**src/rtl/right_shift_unit_pkg.sv**
```systemverilog
// Shared types and constants for the multi-cycle 32-bit right shifter.
// Holds the FSM encoding, datapath widths and the captured-request payload.
package right_shift_unit_pkg;

  localparam int unsigned DATA_W  = 32;
  localparam int unsigned SHAMT_W = 5;

  typedef enum logic [1:0] {
    ST_IDLE  = 2'd0,
    ST_SHIFT = 2'd1,
    ST_DONE  = 2'd2
  } state_e;

  // Working set captured on an accepted start; shamt doubles as the down-counter.
  typedef struct packed {
    logic [DATA_W-1:0]  data;
    logic [SHAMT_W-1:0] shamt;
    logic               arith;
  } shift_req_t;

  // One-bit right shift; the vacated MSB takes the sign bit only for SRA.
  function automatic logic [DATA_W-1:0] shift_right_one(
    input logic [DATA_W-1:0] word,
    input logic              sra
  );
    return {sra & word[DATA_W-1], word[DATA_W-1:1]};
  endfunction

endpackage

```
**src/rtl/right_shift_unit.sv**
```systemverilog
// Iterative right shifter: one bit per cycle, SRL or SRA, with a busy/done handshake.
// The result register is loaded on the transition into DONE so it is valid while done is high.
module right_shift_unit
  import right_shift_unit_pkg::*;
(
  input  logic               clk,
  input  logic               rst,
  input  logic               start,
  input  logic [DATA_W-1:0]  in_32,
  input  logic [SHAMT_W-1:0] shamt,
  input  logic               arith,
  output logic [DATA_W-1:0]  out_32,
  output logic               busy,
  output logic               done
);

  state_e     state_q;
  state_e     state_d;
  shift_req_t work_q;
  shift_req_t work_d;
  logic       load_result;

  // State register
  always_ff @(posedge clk) begin
    if (rst) begin
      state_q <= ST_IDLE;
    end else begin
      state_q <= state_d;
    end
  end

  // Next-state logic; start is only honoured in IDLE
  always_comb begin
    state_d = state_q;
    case (state_q)
      ST_IDLE: begin
        if (start) begin
          state_d = (shamt == SHAMT_W'(0)) ? ST_DONE : ST_SHIFT;
        end
      end
      ST_SHIFT: begin
        if (work_q.shamt == SHAMT_W'(1)) begin
          state_d = ST_DONE;
        end
      end
      ST_DONE: begin
        state_d = ST_IDLE;
      end
      default: begin
        state_d = ST_IDLE;
      end
    endcase
  end

  // Handshake outputs are pure decodes of the registered state
  always_comb begin
    busy = 1'b0;
    done = 1'b0;
    case (state_q)
      ST_IDLE:  busy = 1'b0;
      ST_SHIFT: busy = 1'b1;
      ST_DONE: begin
        busy = 1'b1;
        done = 1'b1;
      end
      default:  busy = 1'b0;
    endcase
  end

  // Working-register update: capture in IDLE, shift and count down in SHIFT
  always_comb begin
    work_d = work_q;
    case (state_q)
      ST_IDLE: begin
        if (start) begin
          work_d.data  = in_32;
          work_d.shamt = shamt;
          work_d.arith = arith;
        end
      end
      ST_SHIFT: begin
        work_d.data  = shift_right_one(work_q.data, work_q.arith);
        work_d.shamt = work_q.shamt - SHAMT_W'(1);
      end
      default: begin
        work_d = work_q;
      end
    endcase
  end

  assign load_result = (state_d == ST_DONE) && (state_q != ST_DONE);

  // Datapath registers; out_32 only moves on entry to DONE or on reset
  always_ff @(posedge clk) begin
    if (rst) begin
      work_q <= '0;
      out_32 <= '0;
    end else begin
      work_q <= work_d;
      if (load_result) begin
        out_32 <= work_d.data;
      end
    end
  end

endmodule

```
**config.mk**
```make
export PLATFORM = sky130hd
export DESIGN_NAME = right_shift_unit
export DESIGN_NICKNAME = d
export VERILOG_FILES = /design/src/rtl/right_shift_unit_pkg.sv /design/src/rtl/right_shift_unit.sv
export SDC_FILE = /design/constraint.sdc
export NUM_CORES = 1
export LEC_CHECK = 0
export BUFFER_PORTS_ARGS = -buffer_cell sky130_fd_sc_hd__buf_2
export CORE_AREA = 8 8 98 123
export CTS_CLUSTER_SIZE = 8
export DETAILED_ROUTE_END_ITERATION = 10
export DIE_AREA = 0 0 106 131
export HOLD_SLACK_MARGIN = 0.02
export PLACE_DENSITY_LB_ADDON = 0.3
export SLEW_MARGIN = 20
export SYNTH_ARGS = -nofsm -noshare
export SYNTH_HDL_FRONTEND = slang
export SYNTH_SLANG_ARGS = --single-unit
```
**constraint.sdc**
```tcl
create_clock -name clk -period 6.6 [get_ports clk]
set_clock_uncertainty 0.15 [all_clocks]
set_input_delay 0.33 -clock clk [delete_from_list [all_inputs] [get_ports clk]]
set_output_delay 0.33 -clock clk [all_outputs]
set_load 0.02 [all_outputs]
```
==> insert_results.sql <==
INSERT INTO impl_metrics (metric_group, metric, value, unit) VALUES
('placement', 'placed_area', '0.00391', 'mm²'),
('power', 'switching_share', '25.5', '%'),
('cts', 'cts_hold_buf', '0', ''),
('cts', 'worstSkewPairLatency', '330', 'ps'),
('power', 'power.switching', '290', 'µW'),
('synth', 'yosysSeqAreaShare', '41.6', '%'),
('route', 'route.antenna.remaining_nets', '0', ''),
('finish', 'fill_count', '1035', ''),
('route', 'route.final.wire_length', '8.53', 'mm'),
('placement', 'globalplace.congestion', '0.787', ''),
('critical_path', 'timing.critical_path.to_type', 'flip-flop', ''),
('synth', 'ys_top_cells_by_area', 'dfxtp_1 (42%), mux2_4 (13%), mux2_2 (11%)', ''),
('finish', 'nNetsFinal', '450', ''),
('power', 'p_clk_share', '42.8', '%'),
('cts', 'cts.repair.resized', '0', ''),
('grt', 'met1_routing_resource_usage_after_global_routing', '14.7', '%'),
('synth', 'synth_top_area_share', '41.6', '%'),
('power', 'irDropWorstVdd', '98.7', 'µV'),
('sta', 'finalCriticalPeriod', '3350', 'ps'),
('critical_path', 'r2r_setup_slack', '3250', 'ps'),
('synth', 'syn_inst', '342', ''),
('synth', 'ys_async_sr_fraction', '0', '%'),
('job', 'max_cap_violations', '0', ''),
('critical_path', 'worst_ep_arrival_time', '3420', 'ps'),
('critical_path', 'required', '6660', 'ps'),
('floorplanning', 'die-height', '131', 'µm'),
('floorplanning', 'io_pins', '75', ''),
('sta', 'slew_violations', '0', ''),
('synth', 'synth_area', '0.00346', 'mm²'),
('power', 'powerDensity', '271', 'mW/mm²'),
('sta', 'hold_viol', '0', ''),
('grt', 'globalRouteMet3Util', '2.75', '%'),
('grt', 'first_pass_grt_wire_length', '13.7', 'mm'),
('sta', 'worst_slew_margin_rel', '45.3', '%'),
('cts', 'tritoncts', 'done', ''),
('sta', 'timing.setup.tns', '0', 'ps'),
('power', 'fin_total_pwr', '1.14', 'mW'),
('critical_path', 'cp-start-kind', 'flip-flop', ''),
('synth', 'post_synth_net_total', '388', ''),
('synth', 'synth_enable_flop_cells', '0', ''),
('finish', 'syn_to_final_growth', '21.4', '%'),
('synth', 'synth-main-ff-cell', 'dfxtp_1', ''),
('power', 'internal_power', '848', 'µW'),
('finish', 'finish.utilization', '41.1', '%'),
('grt', 'via_count_of_the_first_global_routing_pass', '2724', ''),
('sta', 'grt_setup_unrepaired', 'false', ''),
('floorplanning', 'core-area', '0.0102', 'mm²'),
('cts', 'clock_slew_at_the_register_clock_pins_of_the_worst_setup_and_hold_paths', '50', 'ps'),
('route', 'detailroute.via_count', '2678', ''),
('cts', 'cts_root_buf', 'clkbuf_16', ''),
('power', 'sequentialPowerShare', '42.4', '%'),
('status', 'status', 'complete, no violations', ''),
('grt', 'grt_max_degree', '73', ''),
('hold_path', 'beginning_of_the_worst_hold_path', 'arith', ''),
('cts', 'cts.path.max_buffers', '2', ''),
('floorplanning', 'fp-row-count', '42', ''),
('sta', 'fmaxAchievable', '0.298', 'GHz'),
('placement', 'hpwl', '5.68', 'mm'),
('floorplanning', 'die_w', '106', 'µm'),
('floorplanning', 'floorplan.die_area', '0.0139', 'mm²'),
('route', 'avgRoutedWirePerCell', '15.8', 'µm'),
('power', 'share_comb_of_total_power', '14.8', '%'),
('finish', 'design_area_final', '0.00421', 'mm²'),
('synth', 'synth_area_per_cell', '10.1', 'µm²'),
('critical_path', 'worstSetupStartpoint', 'state_q[1]', ''),
('synth', 'netlist-cell-type-count', '29', ''),
('finish', 'mostFrequentLayoutCell', 'buf_2', ''),
('route', 'first_iter_violations', '175', ''),
('route', 'drt_first_pass_iters', '4', ''),
('grt', 'antenna_found_initial', '0', ''),
('critical_path', 'criticalPathCategory', 'flip-flop to flip-flop', '');
==> layer usage <==
metal  up-vias  routed length (µm)
met5         -                   0
met4         0                 128
met2        67                4180
met1      1273                3890
li1       1329                   -
met3         9                 331
==> cell families after synthesis <==
group	Yosys count	synth area share, %
and+or+nand+nor	89	13.2
AOI/OAI and AO/OA	77	14.5
DFF	72	41.6
muxes	66	24.6
buffers and inverters	33	4.30
adders and majority gates	5	1.81
==> synthesized netlist by cell type, types with 3 or more instances <==
cell type / n
dfxtp_1: 72
a21oi_1: 31
o21ai_0: 4
nor2b_1: 33
buf_1: 7
buf_6: 3
a22oi_1: 32
clkbuf_1: 15
mux2_4: 30
inv_1: 6
mux2_2: 34
nand2_1: 33
a222oi_1: 3
nor2_1: 12
ha_1: 5
nand3_1: 3
==> stage by stage <==
step / hold slack [ps] / setup slack [ps] / instances
2_1_floorplan: 311 / 4470 / 342
3_3_place_gp: 365 / 3340 / 525
3_5_place_dp: 379 / 3220 / 525
4_1_cts: 101 / 3210 / 541
5_1_grt: 125 / 3020 / 541
6_report: 109 / 3250 / 541
==> final timing paths <==
check,to,cells past startpoint
min,work_q[0],3
max,out_32[16],8
max reg2reg,out_32[16],8
min reg2reg,work_q[0],2
==> flip-flops by register name (all words and copies together), names as in the netlist <==
register and count:
work_q 38, state_q 2, out_32 32
==> worst max-delay path: stages (launching register included) <==
cell      delay [ps]
dfxtp_1          310
inv_1            110
ha_1             590
buf_4            370
nand2b_1         180
o21ba_2          240
o21ai_2          220
nand3b_4         550
mux2_4           500
==> power groups by stage <==
stage	Sequential, mW	Clock, mW	Combinational (mW)
after CTS	0.482	0.494	0.170
after global placement	0.491	0	0.167
final	0.483	0.487	0.168
after global routing	0.486	0.514	0.187
after detailed placement	0.491	0	0.169
after floorplan	0.490	0	0.124
==> layout make-up <==
class / count / area [µm²] / area share [%]
clock inverter: 3 / 40.0 / 0.952
inverter: 6 / 22.5 / 0.535
sequential: 72 / 1440 / 34.3
tap: 132 / 165 / 3.93
multi-input combinational: 237 / 1880 / 44.6
timing repair buffer: 78 / 400 / 9.52
clock buffer: 13 / 260 / 6.19
Power figures use the tool's default switching activity.
